==> config.mk <==
export PLATFORM = sky130hd
export DESIGN_NAME = mac_sequencer_flat
export DESIGN_NICKNAME = d
export VERILOG_FILES = /design/src/rtl/mac_sequencer_pkg.sv /design/src/rtl/mac_sequencer_if.sv /design/src/rtl/mac_sequencer_strobe_align.sv /design/src/rtl/mac_sequencer.sv /design/src/flat_wrapper.sv
export SDC_FILE = /design/constraint.sdc
export NUM_CORES = 1
export LEC_CHECK = 0
export ABC_CLOCK_PERIOD_IN_PS = 2140
export BUFFER_PORTS_ARGS = -buffer_cell sky130_fd_sc_hd__buf_2
export CAP_MARGIN = 0
export CELL_PAD_IN_SITES_DETAIL_PLACEMENT = 1
export CELL_PAD_IN_SITES_GLOBAL_PLACEMENT = 1
export CORE_ASPECT_RATIO = 1.75
export CORE_MARGIN = 2
export CORE_UTILIZATION = 38
export CTS_BUF_LIST = sky130_fd_sc_hd__clkbuf_16
export CTS_CLUSTER_DIAMETER = 200
export DETAILED_ROUTE_END_ITERATION = 8
export PLACE_DENSITY = 0.79
export RECOVER_POWER = 100
export SYNTH_ARGS = -nofsm -noshare
export SYNTH_HDL_FRONTEND = slang
export SYNTH_HIERARCHICAL = 1
export SYNTH_SLANG_ARGS = --single-unit
==> constraint.sdc <==
create_clock -name Clk -period 2.14 [get_ports Clk]
set_input_delay 0.107 -clock Clk [delete_from_list [all_inputs] [get_ports Clk]]
set_output_delay 0.107 -clock Clk [all_outputs]
set_load 0.05 [all_outputs]
==> src/rtl/mac_sequencer_pkg.sv <==
// Shared constants and state encoding for the MAC job sequencer.
package mac_pkg;

  localparam int unsigned NUM_LANES = 16;
  localparam int unsigned DEPTH     = 32;
  localparam int unsigned ADDR_W    = 5;
  localparam int unsigned RES_W     = 4;
  localparam int unsigned DRAIN_CYC = 3;
  localparam int unsigned OUT_LAT   = 2;
  localparam int unsigned WAIT_W    = 2;
  localparam int unsigned STATE_W   = 4;

  localparam logic [3:0] ST_IDLE            = 4'd0;
  localparam logic [3:0] ST_CLEAR           = 4'd1;
  localparam logic [3:0] ST_LOAD            = 4'd2;
  localparam logic [3:0] ST_COMPUTE         = 4'd3;
  localparam logic [3:0] ST_DRAIN           = 4'd4;
  localparam logic [3:0] ST_READOUT_ISSUE   = 4'd5;
  localparam logic [3:0] ST_READOUT_WAIT    = 4'd6;
  localparam logic [3:0] ST_READOUT_PRESENT = 4'd7;
  localparam logic [3:0] ST_FIN             = 4'd8;

endpackage

==> src/rtl/mac_sequencer_if.sv <==
// Weight/activation source and result sink handshakes of the MAC sequencer.
interface mac_sequencer_if;
  import mac_pkg::*;

  logic             wValid;
  logic             wReady;
  logic             dValid;
  logic             dReady;
  logic             resValid;
  logic             resReady;
  logic [RES_W-1:0] resIdx;

  modport master (output wValid, dValid, resReady,
                  input  wReady, dReady, resValid, resIdx);
  modport slave  (input  wValid, dValid, resReady,
                  output wReady, dReady, resValid, resIdx);
endinterface

==> src/rtl/mac_sequencer_strobe_align.sv <==
// One-cycle register stage aligning core write/new-data strobes after their address.
module strobe_align (
  input  logic clk,
  input  logic rst_n,
  input  logic i_we,
  input  logic i_newdata,
  output logic o_we,
  output logic o_newdata
);

  logic r_we;
  logic r_newdata;

  always_ff @(posedge clk or negedge rst_n) begin
    if (!rst_n) begin
      r_we      <= 1'b0;
      r_newdata <= 1'b0;
    end else begin
      r_we      <= i_we;
      r_newdata <= i_newdata;
    end
  end

  assign o_we      = r_we;
  assign o_newdata = r_newdata;

endmodule

==> src/rtl/mac_sequencer.sv <==
// Job controller for the 16-lane weight-stationary MAC core.
// Optional MAC_SEQ_PERF_EN adds a saturating stallCnt output.
module mac_sequencer
  import mac_pkg::*;
(
  input  logic                 Clk,
  input  logic                 resetN,
  input  logic                 start,
  input  logic [ADDR_W-1:0]    kernelLen,
  mac_sequencer_if.slave       bus,
  output logic                 busy,
  output logic                 done,
  output logic                 macWE,
  output logic                 macNEWDATA,
  output logic                 macCOMP,
  output logic [ADDR_W-1:0]    macAddrWeight,
  output logic [NUM_LANES-1:0] macAddrEn,
  output logic [RES_W-1:0]     macAddrResult,
  output logic [NUM_LANES-1:0] macReset
`ifdef MAC_SEQ_PERF_EN
  ,
  output logic [15:0]          stallCnt
`endif
);

  logic [STATE_W-1:0] r_state, w_state_n;
  logic [ADDR_W-1:0]  r_klen, w_klen_n;
  logic [ADDR_W-1:0]  r_tap, w_tap_n;
  logic [RES_W-1:0]   r_lane, w_lane_n;
  logic [WAIT_W-1:0]  r_wait, w_wait_n;
  logic [RES_W-1:0]   r_addr_res, w_addr_res_n;
  logic [RES_W-1:0]   r_res_idx, w_res_idx_n;
  logic r_busy, r_done, r_wready, r_dready, r_res_valid, r_comp;
  logic [NUM_LANES-1:0] r_addr_en, r_mac_reset;
  logic w_we_c, w_nd_c, w_last_tap;

  // Tap never runs past the last weight register, whatever kernelLen says.
  assign w_last_tap = (r_tap == r_klen) || (r_tap == ADDR_W'(DEPTH - 1));

  always_comb begin
    w_state_n = r_state;
    w_klen_n  = r_klen;
    w_tap_n   = r_tap;
    w_lane_n  = r_lane;
    w_wait_n  = r_wait;
    w_we_c    = 1'b0;
    w_nd_c    = 1'b0;
    case (r_state)
      ST_IDLE: if (start) begin
        w_klen_n  = kernelLen;
        w_state_n = ST_CLEAR;
      end
      ST_CLEAR: begin
        w_tap_n   = '0;
        w_state_n = ST_LOAD;
      end
      ST_LOAD: if (r_wready && bus.wValid) begin
        w_we_c = 1'b1;
        if (w_last_tap) begin
          w_tap_n   = '0;
          w_state_n = ST_COMPUTE;
        end else begin
          w_tap_n = r_tap + ADDR_W'(1);
        end
      end
      ST_COMPUTE: if (r_dready && bus.dValid) begin
        w_nd_c = 1'b1;
        if (w_last_tap) begin
          w_tap_n   = '0;
          w_wait_n  = '0;
          w_state_n = ST_DRAIN;
        end else begin
          w_tap_n = r_tap + ADDR_W'(1);
        end
      end
      ST_DRAIN: begin
        if (r_wait == WAIT_W'(DRAIN_CYC - 1)) begin
          w_wait_n  = '0;
          w_lane_n  = '0;
          w_state_n = ST_READOUT_ISSUE;
        end else begin
          w_wait_n = r_wait + WAIT_W'(1);
        end
      end
      ST_READOUT_ISSUE: begin
        w_wait_n  = '0;
        w_state_n = ST_READOUT_WAIT;
      end
      ST_READOUT_WAIT: begin
        if (r_wait == WAIT_W'(OUT_LAT - 1)) begin
          w_wait_n  = '0;
          w_state_n = ST_READOUT_PRESENT;
        end else begin
          w_wait_n = r_wait + WAIT_W'(1);
        end
      end
      ST_READOUT_PRESENT: if (r_res_valid && bus.resReady) begin
        if (r_lane == RES_W'(NUM_LANES - 1)) begin
          w_lane_n  = '0;
          w_state_n = ST_FIN;
        end else begin
          w_lane_n  = r_lane + RES_W'(1);
          w_state_n = ST_READOUT_ISSUE;
        end
      end
      ST_FIN:  w_state_n = ST_IDLE;
      default: w_state_n = ST_IDLE;
    endcase
    // macAddrResult only moves when a capture is issued.
    w_addr_res_n = (w_state_n == ST_READOUT_ISSUE) ? w_lane_n : r_addr_res;
    w_res_idx_n  = (w_state_n == ST_READOUT_PRESENT) ? w_lane_n : '0;
  end

  // Outputs are registered from the next-state decode so they line up with the state.
  always_ff @(posedge Clk or negedge resetN) begin
    if (!resetN) begin
      r_state     <= ST_IDLE;
      r_klen      <= '0;
      r_tap       <= '0;
      r_lane      <= '0;
      r_wait      <= '0;
      r_addr_res  <= '0;
      r_res_idx   <= '0;
      r_busy      <= 1'b0;
      r_done      <= 1'b0;
      r_wready    <= 1'b0;
      r_dready    <= 1'b0;
      r_res_valid <= 1'b0;
      r_comp      <= 1'b0;
      r_addr_en   <= '0;
      r_mac_reset <= '0;
    end else begin
      r_state     <= w_state_n;
      r_klen      <= w_klen_n;
      r_tap       <= w_tap_n;
      r_lane      <= w_lane_n;
      r_wait      <= w_wait_n;
      r_addr_res  <= w_addr_res_n;
      r_res_idx   <= w_res_idx_n;
      r_busy      <= (w_state_n != ST_IDLE);
      r_done      <= (w_state_n == ST_FIN);
      r_wready    <= (w_state_n == ST_LOAD);
      r_dready    <= (w_state_n == ST_COMPUTE);
      r_res_valid <= (w_state_n == ST_READOUT_PRESENT);
      r_comp      <= (w_state_n == ST_READOUT_ISSUE);
      r_addr_en   <= ((w_state_n == ST_COMPUTE) || (w_state_n == ST_DRAIN)) ? '1 : '0;
      r_mac_reset <= (w_state_n == ST_CLEAR) ? '1 : '0;
    end
  end

  strobe_align u_strobe_align (
    .clk      (Clk),
    .rst_n    (resetN),
    .i_we     (w_we_c),
    .i_newdata(w_nd_c),
    .o_we     (macWE),
    .o_newdata(macNEWDATA)
  );

`ifdef MAC_SEQ_PERF_EN
  logic [15:0] r_stall_cnt, w_stall_cnt_n;

  // Counts starved LOAD/COMPUTE cycles for the current job.
  always_comb begin
    w_stall_cnt_n = r_stall_cnt;
    if ((r_state == ST_IDLE) && start) begin
      w_stall_cnt_n = '0;
    end else if ((((r_state == ST_LOAD) && !bus.wValid) ||
                  ((r_state == ST_COMPUTE) && !bus.dValid)) &&
                 (r_stall_cnt != 16'hFFFF)) begin
      w_stall_cnt_n = r_stall_cnt + 16'd1;
    end
  end

  always_ff @(posedge Clk or negedge resetN) begin
    if (!resetN) r_stall_cnt <= '0;
    else         r_stall_cnt <= w_stall_cnt_n;
  end

  assign stallCnt = r_stall_cnt;
`endif

  assign busy          = r_busy;
  assign done          = r_done;
  assign macCOMP       = r_comp;
  assign macAddrWeight = r_tap;
  assign macAddrEn     = r_addr_en;
  assign macAddrResult = r_addr_res;
  assign macReset      = r_mac_reset;
  assign bus.wReady    = r_wready;
  assign bus.dReady    = r_dready;
  assign bus.resValid  = r_res_valid;
  assign bus.resIdx    = r_res_idx;

endmodule

==> src/flat_wrapper.sv <==
// flat-port wrapper written by rule: the top's interface ports become plain ports
module mac_sequencer_flat import mac_pkg::*;
  (Clk, resetN, start, kernelLen, busy, done, macWE, macNEWDATA, macCOMP, macAddrWeight, macAddrEn, macAddrResult, macReset, bus_wValid, bus_dValid, bus_resReady, bus_wReady, bus_dReady, bus_resValid, bus_resIdx);
  mac_sequencer_if bus_i ();
  input  logic Clk;
  input  logic resetN;
  input  logic start;
  input  logic [ADDR_W-1:0] kernelLen;
  output logic busy;
  output logic done;
  output logic macWE;
  output logic macNEWDATA;
  output logic macCOMP;
  output logic [ADDR_W-1:0] macAddrWeight;
  output logic [NUM_LANES-1:0] macAddrEn;
  output logic [RES_W-1:0] macAddrResult;
  output logic [NUM_LANES-1:0] macReset;
  input wire logic [$bits(bus_i.wValid)-1:0] bus_wValid;
  input wire logic [$bits(bus_i.dValid)-1:0] bus_dValid;
  input wire logic [$bits(bus_i.resReady)-1:0] bus_resReady;
  output wire logic [$bits(bus_i.wReady)-1:0] bus_wReady;
  output wire logic [$bits(bus_i.dReady)-1:0] bus_dReady;
  output wire logic [$bits(bus_i.resValid)-1:0] bus_resValid;
  output wire logic [$bits(bus_i.resIdx)-1:0] bus_resIdx;
  assign bus_i.wValid = bus_wValid;
  assign bus_i.dValid = bus_dValid;
  assign bus_i.resReady = bus_resReady;
  assign bus_wReady = bus_i.wReady;
  assign bus_dReady = bus_i.dReady;
  assign bus_resValid = bus_i.resValid;
  assign bus_resIdx = bus_i.resIdx;
  mac_sequencer u_core (.Clk(Clk), .resetN(resetN), .start(start), .kernelLen(kernelLen), .bus(bus_i), .busy(busy), .done(done), .macWE(macWE), .macNEWDATA(macNEWDATA), .macCOMP(macCOMP), .macAddrWeight(macAddrWeight), .macAddrEn(macAddrEn), .macAddrResult(macAddrResult), .macReset(macReset));
endmodule
After elaboration in Yosys (flattened, before gate mapping)
Index checks and enable logic that the tools add are counted.

storage, ports and cells
  bits in latches = 0
  memory bits (writable) = 0
  output and inout bits = 53
  input bits = 11
  register bits after elaboration = 68
  memories = 0
  ROM bits = 0

operators by class
  reduce and logical (&&, ||, !) cells = 12
  $mul = 0
  bitwise logic cells = 0
  mux-type cells = 30
  $add $sub $neg = 3
  order comparisons = 0
  equal/unequal tests = 22
  shift-type cells = 0
  div/mod/pow operators = 0

operators by type and width
  cell                                                  count
  two-way mux 4 bit                                     13
  two-way mux 16 bit                                    2
  one-hot mux 4 bit (8 select lines)                    1
  equality test 4 x 3 -> 1 bit (second input constant)  7
  equality test 4 x 2 -> 1 bit (second input constant)  4
  two-way mux 5 bit                                     3
  one-hot mux 5 bit (3 select lines)                    1
  equality test 4 x 1 -> 1 bit (second input constant)  2
  equality test 4 bit (second input constant)           2
  two-way mux 2 bit                                     4
  one-hot mux 2 bit (4 select lines)                    1
  one-hot mux 4 bit (2 select lines)                    1
  nonzero test 4 bit                                    2
  != test 2 x 1 -> 1 bit (second input constant)        3
  AND reduction 3 bit                                   2
  adder 5 x 1 -> 5 bit (second input constant)          1
  equality test 5 bit                                   1
  equality test 5 bit (second input constant)           1
  adder 4 x 1 -> 4 bit (second input constant)          1
  zero test 4 bit                                       1
  two-way mux 1 bit                                     4
  logical AND 1 bit                                     3
  nonzero test 3 bit                                    1
  adder 2 x 1 -> 2 bit (second input constant)          1
  other kinds (4)                                       5

Logic depth before layout (Yosys ltp)
Gate-level depths: netlist (run 1).

  word-level depth = 8
  mapped depth = 7

Cells and area by module
Netlist (run 1), hierarchy kept.

by module, submodules not included
  module         instances  area an instance (um^2)  cells each
  mac_sequencer  1          1919.3                   188
  strobe_align   1          50.0                     2

Worst setup path after synthesis (run 1)
No wires, ideal clock.

  kind = register to register
  start point = reg u_core.r_tap[0] (netlist: u_core/macAddrWeight[0])
  end point = reg u_core.r_tap[0] (netlist: u_core/macAddrWeight[0])
  arrival time = 1.943 ns
  path slack = 0.130 ns
  clock period less this slack = 2.010 ns
  stages on the path, launching flop included = 8
  path buffers = 0
  required time = 2.073 ns
  setup time = 0.067 ns
  cells stage by stage = dfrtp_1 > ha_1 > and3_1 > ha_1 > inv_1 > o2111ai_1 > or3_1 > nand2_1

on the way
  word-level cells in the longest chain between the ends = 5
  elaborated cells on any way between the ends = 8
  classes of those cells = add/sub (1); eq/ne (2); mux (4); reduce/logical (1)

ends and longest elaborated chain
  what                                                          line                                      text
  from (decl)                                                   mac_sequencer.sv:28                       logic [ADDR_W-1:0] r_tap, w_tap_n;
  from (signal assigned)                                        mac_sequencer.sv:135                      r_tap <= w_tap_n;
  branches (longest 2 deep; another with adder 5 x 1 -> 5 bit)  --
  two-way mux 5 bit *                                           mac_sequencer.sv:59, mac_sequencer.sv:68
  two-way mux 5 bit (on tied branches)                          mac_sequencer.sv:66, mac_sequencer.sv:57
  one-hot mux 5 bit (3 select lines) *                          mac_sequencer.sv:48                       case (r_state)

Mark *: on every way between the ends. The select of a mux whose other input is x is not followed.
A chain may end at the register's enable or synchronous reset.

Worst setup path in the final report (run 1)
  start point = reg u_core.r_state[3]
  end point = reg u_core.r_addr_res[3] (netlist: u_core/macAddrResult[3])

on the way
  word-level cells in the longest chain between the ends = 4
  elaborated cells on any way between the ends = 19
  classes of those cells = eq/ne (8); mux (10); reduce/logical (1)

ends and longest elaborated chain
  what                                  line                                      text
  from (decl)                           mac_sequencer.sv:26                       logic [STATE_W-1:0] r_state, w_state_n;
  from (signal assigned)                mac_sequencer.sv:133                      r_state <= w_state_n;
  two-way mux 4 bit (on tied branches)  mac_sequencer.sv:68, mac_sequencer.sv:59
  two-way mux 4 bit (on tied branches)  mac_sequencer.sv:66, mac_sequencer.sv:57
  one-hot mux 4 bit (8 select lines)    mac_sequencer.sv:48
  equality test 4 x 3 -> 1 bit          mac_sequencer.sv:110                      w_addr_res_n = (w_state_n == ST_READOUT_ISSUE) ? w_lane_n : r_addr_res;
  to (signal assigned)                  mac_sequencer.sv:138                      r_addr_res <= w_addr_res_n;
  to (decl)                             mac_sequencer.sv:31                       logic [RES_W-1:0] r_addr_res, w_addr_res_n;

Parallel ways exist; a longest one is shown, timed or not.

==> summary.txt, run 1 <==
Status
  • Status: finished, final reports clean

Placement
  • IO buf count: 63
  • GPL Wtd Cong: about 0.84
  • DP Wirelength: about 3.3 mm
  • DP Worst Slack: approximately 120 ps
  • Cell total after placement: roughly 280

Min path
  • Worst min-delay path category: primary input to register

Timing
  • RSZ-0062 raised after global routing: no
  • Fmax: 487.4 MHz
  • Hold Slack: 56.98 ps
  • Slew Limit Headroom: approximately 38%
  • Final setup vio count: 0
  • Worst-margin pin slew: between 900 and 1000 ps
  • Min Tclk post-route: about 2100 ps
  • Final worst slack: 88.18 ps
  • Final Hold Vio Count: 0
  • Final Max Slew Viols: 0
  • Clock Skews: 6.959 ps
  • Final period util: 95.88%
  • Setup TNS: 0 ps

Detailed routing
  • DR WL/cell: between 15 and 20 um
  • Via/cell ratio: ~5.4
  • DRC viols: 0
  • Pre-Repair DR Iteration Count: 4
  • Starting DRC count in detailed routing: 23
  • Routed WL: about 4.6 mm
  • Via count: roughly 1,500
  • Antenna viol nets, final: 0

Clocking
  • Clock buffer count from CTS: 5
  • Clock transition at path regs: ~60 ps
  • Post-CTS Setup Repair Bufs: 0
  • CTS tree: built
  • H-Tree Depth: 2
  • Longest Clk Path Bufs: 2
  • CTS Root Cell: clkbuf_16
  • CTS Sinks: 38
  • Worst-Skew Late Latency: 280 ps

Final layout
  • Area Overhead vs Synth: 12.77%
  • Non-filler cells, final: between 200 and 300
  • Post-route core utilization: 44.62%
  • Nets: approximately 250
  • Layout cells sized above 1: about 13%
  • N_diodes: 0

Logic synthesis
  • Synth cell types: around 40
  • Net Count, Synth: between 200 and 250
  • Sequential-to-total area share from yosys stat: between 40 and 50%
  • Synthesis Warnings: 6
  • Top cell type's share of synthesized area: between 40% and 50%
  • Synth Register Bits: 38
  • Post-synth EDFFs: 0
  • Asr flop ratio synth: 100.0%
  • Syn Inst Count: 190
  • Synth area leaders: dfrtp_1 48%, buf_4 11%, mux2_2 3.4%
  • Cell Area, Synth: about 2000 um2
  • Mapped Avg Cell Area: about 10 um2
  • Synth area leader: dfrtp_1
  • Main synth FF type: dfrtp_1

Power
  • Max VDD drop: roughly 0.97 mV
  • PD cells: 1572 nW/um2
  • Leak: 1.018 nW

Floorplanning
  • # rows: 34
  • Core area: roughly 5000 um2
  • I/O pin cnt: 64
  • Initial Util: 39.57%
  • Die height: between 90 and 100 um
  • Die Area: slightly below 6000 um2
  • Die Wd: around 58 um

Critical path
  • Critical path endpoint category: register
  • CP startpoint kind: register
  • Setup CP Type: register to register
  • Worst Path Arrival: roughly 2200 ps
  • Crit path max fanout: 8
  • Crit path required time: 2290 ps

GRT
  • Vias in the first global route: approximately 1,600
  • Total gr overflow: 0
  • Initial antenna violation count: 0
  • First-pass GRT wire length: about 7.5 mm
  • Total track usage: between 15 and 20%
  • Largest net degree at the start of global routing: 39

Run
  • Max Cap Viol: 0
==> cell families after synthesis <==
logic type	share of synthesized area [%]
adders and majority gates	1.906
AOI/OAI and AO/OA	10.74
and+or+nand+nor	16.84
muxes	4.764
xor gates and xnor gates	3.113
buffers and inverters	14.36
DFF	48.28
==> cells in the final DEF, fill, tap and decap left out, drive strengths merged, types with 2 or more instances in the layout <==
cell type,Yosys,routed
a21o,4,4
a21oi,7,7
a22o,2,2
a31o,2,2
and2,2,2
and3,5,5
buf,34,14
clkbuf,1,60
dfrtp,38,38
ha,3,3
inv,9,9
mux2,8,8
nand2,14,14
nand3,7,7
nand3b,4,4
nor2,7,7
nor2b,7,7
nor3,5,5
nor4,2,2
o21ai,4,4
o21bai,2,2
o31ai,2,2
or3b,2,2
xnor2,6,6
==> metal layers <==
metal | global-route usage, % | vias to the layer above | share of wire [%]
met1 | 17.10 | 757 | 36
met4 | 8.050 | 0 | 2.4
li1 | - | 711 | -
met3 | 3.121 | 8 | 6.0
met5 | 0 | - | 0
met2 | 31.63 | 58 | 55
==> state kept, by name (all words and copies together), names as in the netlist, 2 cells and up <==
name                  count
u_core/macAddrWeight      5
u_core/r_state            4
u_core/r_wait             2
u_core/r_klen             5
u_core/bus.resIdx         4
u_core/r_lane             4
u_core/macAddrResult      4
==> metrics by stage <==
step / power [mW] / instance area [um2]
finish: 3.491 / 2221
global route: 3.692 / 2221
CTS: 3.572 / 2287
detailed placement: 2.875 / 2148
global placement: 2.832 / 2148
floorplan: 2.595 / 1969
==> report_power, final <==
| group | internal, mW | switching, mW | total [mW] | leakage, nW |
|---|---|---|---|---|
| registers | 0.908 | 0.203 | 1.11 | 0.500 |
| clock network | 0.414 | 0.263 | 0.677 | 0.0632 |
| logic | 0.447 | 1.26 | 1.70 | 0.455 |
==> area by class of cell <==
class	count	area, um2
Clock inverter	1	3.754
Timing Repair Buffer	70	300.3
Inverter	9	33.78
Fill cell	611	2756
Tap cell	54	67.56
Multi-Input combinational cell	108	739.5
Clock buffer	5	125.1
Sequential cell	38	950.9
==> cell usage after synthesis, drive strengths merged, types with 2 or more instances <==
cell / count
dfrtp: 38
buf: 34
nand2: 14
inv: 9
mux2: 8
a21oi: 7
nand3: 7
nor2: 7
nor2b: 7
xnor2: 6
and3: 5
nor3: 5
a21o: 4
nand3b: 4
o21ai: 4
ha: 3
a22o: 2
a31o: 2
and2: 2
nor4: 2
o21bai: 2
o31ai: 2
or3b: 2
==> worst paths after layout <==
| check | from | to | slack, ps | depth (start not counted) |
|---|---|---|---|---|
| worst max-delay path | u_core/r_state[3]$_DFF_PN0_ | u_core/macAddrResult[3]$_DFFE_PN0N_ | 90 | 6 |
| worst min-delay path | kernelLen[1] | u_core/r_klen[1]$_DFFE_PN0P_ | 60 | 2 |
| worst max register to register | u_core/r_state[3]$_DFF_PN0_ | u_core/macAddrResult[3]$_DFFE_PN0N_ | 90 | 6 |
| worst min register to register | u_core/macAddrResult[1]$_DFFE_PN0N_ | u_core/macAddrResult[1]$_DFFE_PN0N_ | 490 | 1 |
| max in group asynchronous | resetN | u_core/r_klen[0]$_DFFE_PN0P_ | 1030 | 2 |
| min in group asynchronous | resetN | u_core/macAddrWeight[3]$_DFFE_PN0P_ | 510 | 2 |
==> repair_timing <==
item	in CTS	in global routing
resized for setup	0	1
hold buffers	1	0
setup endpoints to repair	0	1
endpoints found under the hold margin	38	0
==> critical path, cell delays in order, from the launching register on <==
cell and delay, ps:
dfrtp_1 460, or3b_4 450, a21oi_1 150, a21o_1 190, nor2b_1 160, buf_4 150
mux2_1 340
(Power assumes the default switching activity.)
==> run 2: changes to the inputs <==
--- a/config.mk
+++ b/config.mk
@@ -16,6 +16,7 @@
 export CTS_BUF_LIST = sky130_fd_sc_hd__clkbuf_16
 export CTS_CLUSTER_DIAMETER = 200
 export DETAILED_ROUTE_END_ITERATION = 8
+export MAX_ROUTING_LAYER = met4
 export PLACE_DENSITY = 0.79
 export RECOVER_POWER = 100
 export SYNTH_ARGS = -nofsm -noshare
==> summary.txt, run 2 (synthesis gave the netlist of run 1 again) <==
Detailed routing
  • Routed WL: 4.586 mm (-0.28%)
  • Antenna viol nets, final: 0 (unchanged)
  • DRC viols: 0 (unchanged)
  • Pre-Repair DR Iteration Count: 4 (unchanged)
  • Starting DRC count in detailed routing: 28 (+22%)
  • Via/cell ratio: 5.365 (-0.33%)
  • DR WL/cell: 16.09 um (-0.28%)
  • Via count: 1,529 (-0.33%)

Critical path
  • R2r endpoint: u_core/macAddrResult[3]$_DFFE_PN0N_
  • CP startpoint: u_core/r_state[3]$_DFF_PN0_
  • Setup CP Type: register to register
  • Reg2Reg Setup Slack: 90 ps (about the same)
  • Worst r2r path cells: 6 (unchanged)
  • CP startpoint kind: register
  • Critical path endpoint category: register
  • Worst r2r src: u_core/r_state[3]$_DFF_PN0_
  • Crit path required time: 2290 ps (about the same)
  • Worst Setup EP: u_core/macAddrResult[3]$_DFFE_PN0N_
  • Worst Path Arrival: 2200 ps (about the same)
  • Crit path max fanout: 8 (unchanged)

Final layout
  • Most common cell after layout, fill and taps aside: clkbuf_1
  • Leading cell types in the layout, fill and taps excluded: 54 x clkbuf_1, 38 x dfrtp_1, 14 x nand2_1
  • Layout cells sized above 1: 13.42% (unchanged)
  • Area Overhead vs Synth: 12.77% (unchanged)
  • Design area: 2221 um2 (unchanged)
  • Nets: 246 (unchanged)
  • N_diodes: 0 (unchanged)
  • Post-route core utilization: 44.62% (unchanged)

Timing
  • Setup TNS: 0 ps (unchanged)
  • Final period util: 95.77% (-0.11 points)
  • Final setup vio count: 0 (unchanged)
  • Clock Skews: 5.631 ps (-1.328 ps)
  • Final Max Slew Viols: 0 (unchanged)
  • Final Hold Vio Count: 0 (unchanged)
  • Min Tclk post-route: 2050 ps (-2.290 ps)
  • Slew Limit Headroom: 37.56% (-0.072 points)
  • Worst-margin pin slew: 936.6 ps (+1.078 ps)
  • Fmax: 487.9 MHz (+0.11%)
  • RSZ-0062 raised after global routing: no

Floorplanning
  • Die height: 99.24 um (unchanged)
  • Die Area: 5797 um2 (unchanged)
  • Die Wd: 58.42 um (unchanged)
  • # rows: 34 (unchanged)
  • Core area: 4977 um2 (unchanged)
  • I/O pin cnt: 64 (unchanged)
  • Initial Util: 39.57% (unchanged)

Clocking
  • Longest Clk Path Bufs: 2 (unchanged)
  • CTS tree: built
  • CTS Sinks: 38 (unchanged)
  • Worst-Skew Late Latency: 280 ps (about the same)
  • CTS Root Cell: clkbuf_16
  • Clock buffer count from CTS: 5 (unchanged)
  • Post-CTS Setup Repair Bufs: 0 (unchanged)
  • Clock transition at path regs: 60 ps (about the same)
  • H-Tree Depth: 2 (unchanged)

GRT
  • Vias in the first global route: 1,591 (unchanged)
  • Met1 Track Usage GR: 17.02% (-0.084 points)
  • GRT met3 Usage: 3.121% (unchanged)
  • Total track usage: 17.37% (+0.48 points)
  • Met2 GRT Util: 31.72% (+0.086 points)
  • GRT Max-Usage Layer: met2
  • Largest net degree at the start of global routing: 39 (unchanged)
  • Total gr overflow: 0 (unchanged)
  • Initial antenna violation count: 0 (unchanged)
  • First-pass GRT wire length: 7.458 mm (unchanged)

Placement
  • IO buf count: 63 (unchanged)
  • GPL Wtd Cong: 0.8521 (+1.5%)
  • DP Area: 2148 um2 (unchanged)
  • DP Wirelength: 3.306 mm (unchanged)

Power
  • Final Power: 3.489 mW (about the same)
  • Leak: 1.018 nW (unchanged)
  • PD cells: 1571 nW/um2 (about the same)
  • Max VDD drop: 0.9654 mV (about the same)

Run
  • Max Cap Viol: 0 (unchanged)

Status
  • Status: finished, final reports clean

Min path
  • Worst min-delay path category: primary input to register
==> run 2: cell counts in the layout (fill, tap and decap cells not counted) <==
Identical to the previous run, type by type.
==> run 2: area by class of cell <==
class	count	area, um2
timing repair buffer	70	300.3
multi-input combinational	108	739.5
sequential	38	950.9
clock buffer	5	125.1
fill	611	2756
tap	54	67.56
clock inverter	1	3.754
inverter	9	33.78
==> run 2: power breakdown <==
part	internal, mW	total (mW)	switching [mW]	leakage, nW
combinational	0.447	1.70	1.26	0.455
sequential	0.908	1.11	0.203	0.500
clock	0.414	0.675	0.261	0.0632
total	1.77	3.49	1.72	1.02
==> run 2: metrics by stage <==
step | hold WS [ps] | setup WS [ps] | instances
detailed placement | 262.0 | 117.5 | 278
global placement | 249.4 | 166.0 | 278
finish | 57.00 | 90.47 | 285
floorplan | -188.6 | 130.0 | 190
global route | 64.59 | 5.921 | 285
CTS | 58.15 | 89.05 | 285
==> run 2: critical path: stages (launching register included) <==
cell and delay (ps):
dfrtp_1 460, or3b_4 450, a21oi_1 150, a21o_1 190, nor2b_1 160, buf_4 150, mux2_1 340
==> run 2: how the worst min path moves through the flow <==
stage / startpoint / end / slack (ps) / depth (start not counted)
4_1_cts: kernelLen[1] / u_core/r_klen[1]$_DFFE_PN0P_ / 60 / 2
2_1_floorplan: resetN / u_core/bus.dReady$_DFF_PN0_ / -190 / 0
3_3_place_gp: resetN / u_core/macAddrWeight[2]$_DFFE_PN0P_ / 250 / 1
5_1_grt: kernelLen[1] / u_core/r_klen[1]$_DFFE_PN0P_ / 60 / 2
3_5_place_dp: resetN / u_core/bus.dReady$_DFF_PN0_ / 260 / 1
6_report: kernelLen[1] / u_core/r_klen[1]$_DFFE_PN0P_ / 60 / 2
==> run 2: per-layer routing <==
layer / routed length, um / share of wire, %
met2: 2538 / 55
met5: 0 / 0
met4: 110 / 2.4
met3: 288 / 6.3
met1: 1648 / 36
==> run 2: what timing repair did <==
action / CTS / global route
endpoints found under the setup margin: 0 / 1
hold buffers: 1 / 0
gates resized for setup: 0 / 1
endpoints found under the hold margin: 38 / 0
==> run 3: changes to the inputs <==
--- a/config.mk
+++ b/config.mk
@@ -12,12 +12,12 @@
 export CELL_PAD_IN_SITES_GLOBAL_PLACEMENT = 1
 export CORE_ASPECT_RATIO = 1.75
 export CORE_MARGIN = 2
-export CORE_UTILIZATION = 38
-export CTS_BUF_LIST = sky130_fd_sc_hd__clkbuf_16
+export CORE_UTILIZATION = 39
+export CTS_BUF_LIST = sky130_fd_sc_hd__clkbuf_2 sky130_fd_sc_hd__clkbuf_4 sky130_fd_sc_hd__clkbuf_8
 export CTS_CLUSTER_DIAMETER = 200
 export DETAILED_ROUTE_END_ITERATION = 8
 export MAX_ROUTING_LAYER = met4
-export PLACE_DENSITY = 0.79
+export PLACE_DENSITY = 0.81
 export RECOVER_POWER = 100
 export SYNTH_ARGS = -nofsm -noshare
 export SYNTH_HDL_FRONTEND = slang
==> summary.txt, run 3 (synthesis gave the netlist of run 1 again) <==
Critical path
  • CP startpoint: u_core/r_state[3]$_DFF_PN0_
  • Crit path max fanout: 8 (unchanged)
  • R2r endpoint: u_core/macAddrResult[2]$_DFFE_PN0N_
  • Crit path cell chain: or3b_4 > a21oi_1 > a21o_1 > nor2b_2 > mux2_2
  • Setup CP Type: register to register
  • Reg2Reg Setup Slack: 130 ps (+40 ps)
  • Worst r2r path cells: 5 (-1)
  • CP startpoint kind: register
  • Worst r2r src: u_core/r_state[3]$_DFF_PN0_
  • Crit path required time: 2310 ps (+20 ps)
  • Worst Path Arrival: 2180 ps (-20 ps)
  • Slowest stage delay, CP: 470 ps (about the same)
  • Worst Setup EP: u_core/macAddrResult[2]$_DFFE_PN0N_
  • Critical path endpoint category: register
  • Crit-path slowest cell: dfrtp_1

Power
  • Leak: 1.001 nW (-1.7%)
  • PD cells: 1525 nW/um2 (-3.0%)
  • Combinational share of power: 51.5% (+2.7 points)
  • Max VDD drop: 0.8355 mV (-13%)
  • Switching Power: 1.720 mW (about the same)
  • Sw Ratio: 51.69% (+2.4 points)
  • Clock power frac: 15.5% (-3.8 points)
  • Internal power: 1.607 mW (-9.1%)
  • Part of the power in registers: 33.0% (+1.2 points)

Timing
  • Setup TNS: 0 ps (unchanged)
  • Final worst slack: 133.1 ps (+42.67 ps)
  • Slew Limit Headroom: 38.46% (+0.91 points)
  • Final period util: 93.78% (-2.0 points)
  • Final Hold Vio Count: 0 (unchanged)
  • Worst-margin pin slew: 923.0 ps (-13.58 ps)
  • Final setup vio count: 0 (unchanged)
  • RSZ-0062 raised after global routing: no
  • Final Max Slew Viols: 0 (unchanged)
  • Clock Skews: 11.05 ps (+5.417 ps)
  • Fmax: 498.3 MHz (+2.1%)
  • Min Tclk post-route: 2007 ps (-42.67 ps)

GRT
  • Total gr overflow: 0 (unchanged)
  • Largest net degree at the start of global routing: 39 (unchanged)
  • Initial antenna violation count: 0 (unchanged)
  • Total track usage: 16.90% (-0.47 points)
  • Vias in the first global route: 1,476 (-7.2%)
  • First-pass GRT wire length: 6.989 mm (-6.3%)

Detailed routing
  • Antenna viol nets, final: 0 (unchanged)
  • Pre-Repair DR Iteration Count: 4 (unchanged)
  • Via/cell ratio: 5.274 (-1.7%)
  • DRC viols: 0 (unchanged)
  • Routed WL: 4.431 mm (-3.4%)
  • Starting DRC count in detailed routing: 26 (-7.1%)
  • DR WL/cell: 15.55 um (-3.4%)
  • Via count: 1,503 (-1.7%)

Clocking
  • Longest Clk Path Bufs: 2 (unchanged)
  • CTS tree: built
  • H-Tree Depth: 2 (unchanged)
  • CTS Root Cell: clkbuf_8
  • Post-CTS Setup Repair Bufs: 0 (unchanged)
  • Clock transition at path regs: 80 ps (+20 ps)
  • Worst-Skew Late Latency: 290 ps (about the same)
  • CTS Sinks: 38 (unchanged)
  • Clock buffer count from CTS: 5 (unchanged)

Floorplanning
  • Die height: 98.01 um (-1.2%)
  • Core area: 4935 um2 (-0.85%)
  • Die Area: 5656 um2 (-2.4%)
  • # rows: 34 (unchanged)
  • Initial Util: 39.91% (+0.34 points)
  • Die Wd: 57.72 um (-1.2%)
  • I/O pin cnt: 64 (unchanged)

Status
  • Status: finished, final reports clean

Final layout
  • Layout cells sized above 1: 15.15% (+1.7 points)
  • Nets: 244 (-0.81%)
  • Leading cell types in the layout, fill and taps excluded: 53 x clkbuf_1, 38 x dfrtp_1, 14 x nand2_1
  • Design area: 2182 um2 (-1.7%)
  • N_diodes: 0 (unchanged)
  • Most common cell after layout, fill and taps aside: clkbuf_1
  • Area Overhead vs Synth: 10.80%

Min path
  • Worst min-delay path category: primary input to register

Placement
  • DP Worst Slack: 68.85 ps (-48.61 ps)
  • DP Area: 2133 um2 (-0.70%)
  • GPL Wtd Cong: 0.8191 (-3.9%)
  • DP Wirelength: 3.358 mm (+1.6%)
  • IO buf count: 63 (unchanged)

Run
  • Max Cap Viol: 0 (unchanged)
## run 3: final cells by class
class | instances | area [um2]
fill | 600 | 2753
sequential | 38 | 950.9
multi-input combinational | 108 | 745.7
timing repair buffer | 68 | 289.0
clock buffer | 6 | 82.58
tap | 54 | 67.56
inverter | 9 | 33.78
clock inverter | 2 | 12.51
## run 3: repair_timing
action,4_1_cts,5_1_grt
hold endpoints to repair,38,0
gates resized for setup,0,4
hold buffers,1,0
endpoints found under the setup margin,0,4
## run 3: worst min-delay path by stage
stage	start	cells after the start	endpoint	slack [ps]
after floorplan	resetN	0	u_core/bus.dReady$_DFF_PN0_	-190
after global placement	resetN	1	u_core/bus.resIdx[3]$_DFF_PN0_	240
after detailed placement	resetN	1	u_core/bus.resIdx[2]$_DFF_PN0_	260
after CTS	kernelLen[1]	2	u_core/r_klen[1]$_DFFE_PN0P_	30
after global routing	kernelLen[1]	2	u_core/r_klen[1]$_DFFE_PN0P_	30
final	kernelLen[1]	2	u_core/r_klen[1]$_DFFE_PN0P_	40
## run 3: routing by layer
metal | track usage, % | routed length, um | share of wire [%]
met2 | 30.33 | 2531 | 57
met4 | 10.20 | 136 | 3.1
met1 | 16.08 | 1528 | 34
met3 | 2.781 | 234 | 5.3
met5 | - | 0 | 0
## run 3: power groups by stage
stage / registers (mW) / logic (mW) / clock network (mW)
finish: 1.10 / 1.71 / 0.514
detailed placement: 1.11 / 1.76 / 0
floorplan: 1.36 / 1.23 / 0
CTS: 1.10 / 1.77 / 0.533
global route: 1.13 / 1.82 / 0.559
global placement: 1.09 / 1.73 / 0
## run 3: worst max-delay path, delay by kind of cell, from the launching register on
kind,cells,cell delay (ps)
simple gates,2,730
flops,1,470
mux,1,360
compound gates,2,320
## run 3: per-stage QoR
step	hold WS (ps)	utilization [%]	power (mW)	cells
after global routing	31.02	44.22	3.513	285
after CTS	31.83	45.36	3.400	285
after detailed placement	262.7	43.23	2.871	276
after global placement	245.0	43.23	2.819	276
after floorplan	-188.6	-	2.595	190
final	38.89	44.22	3.327	285
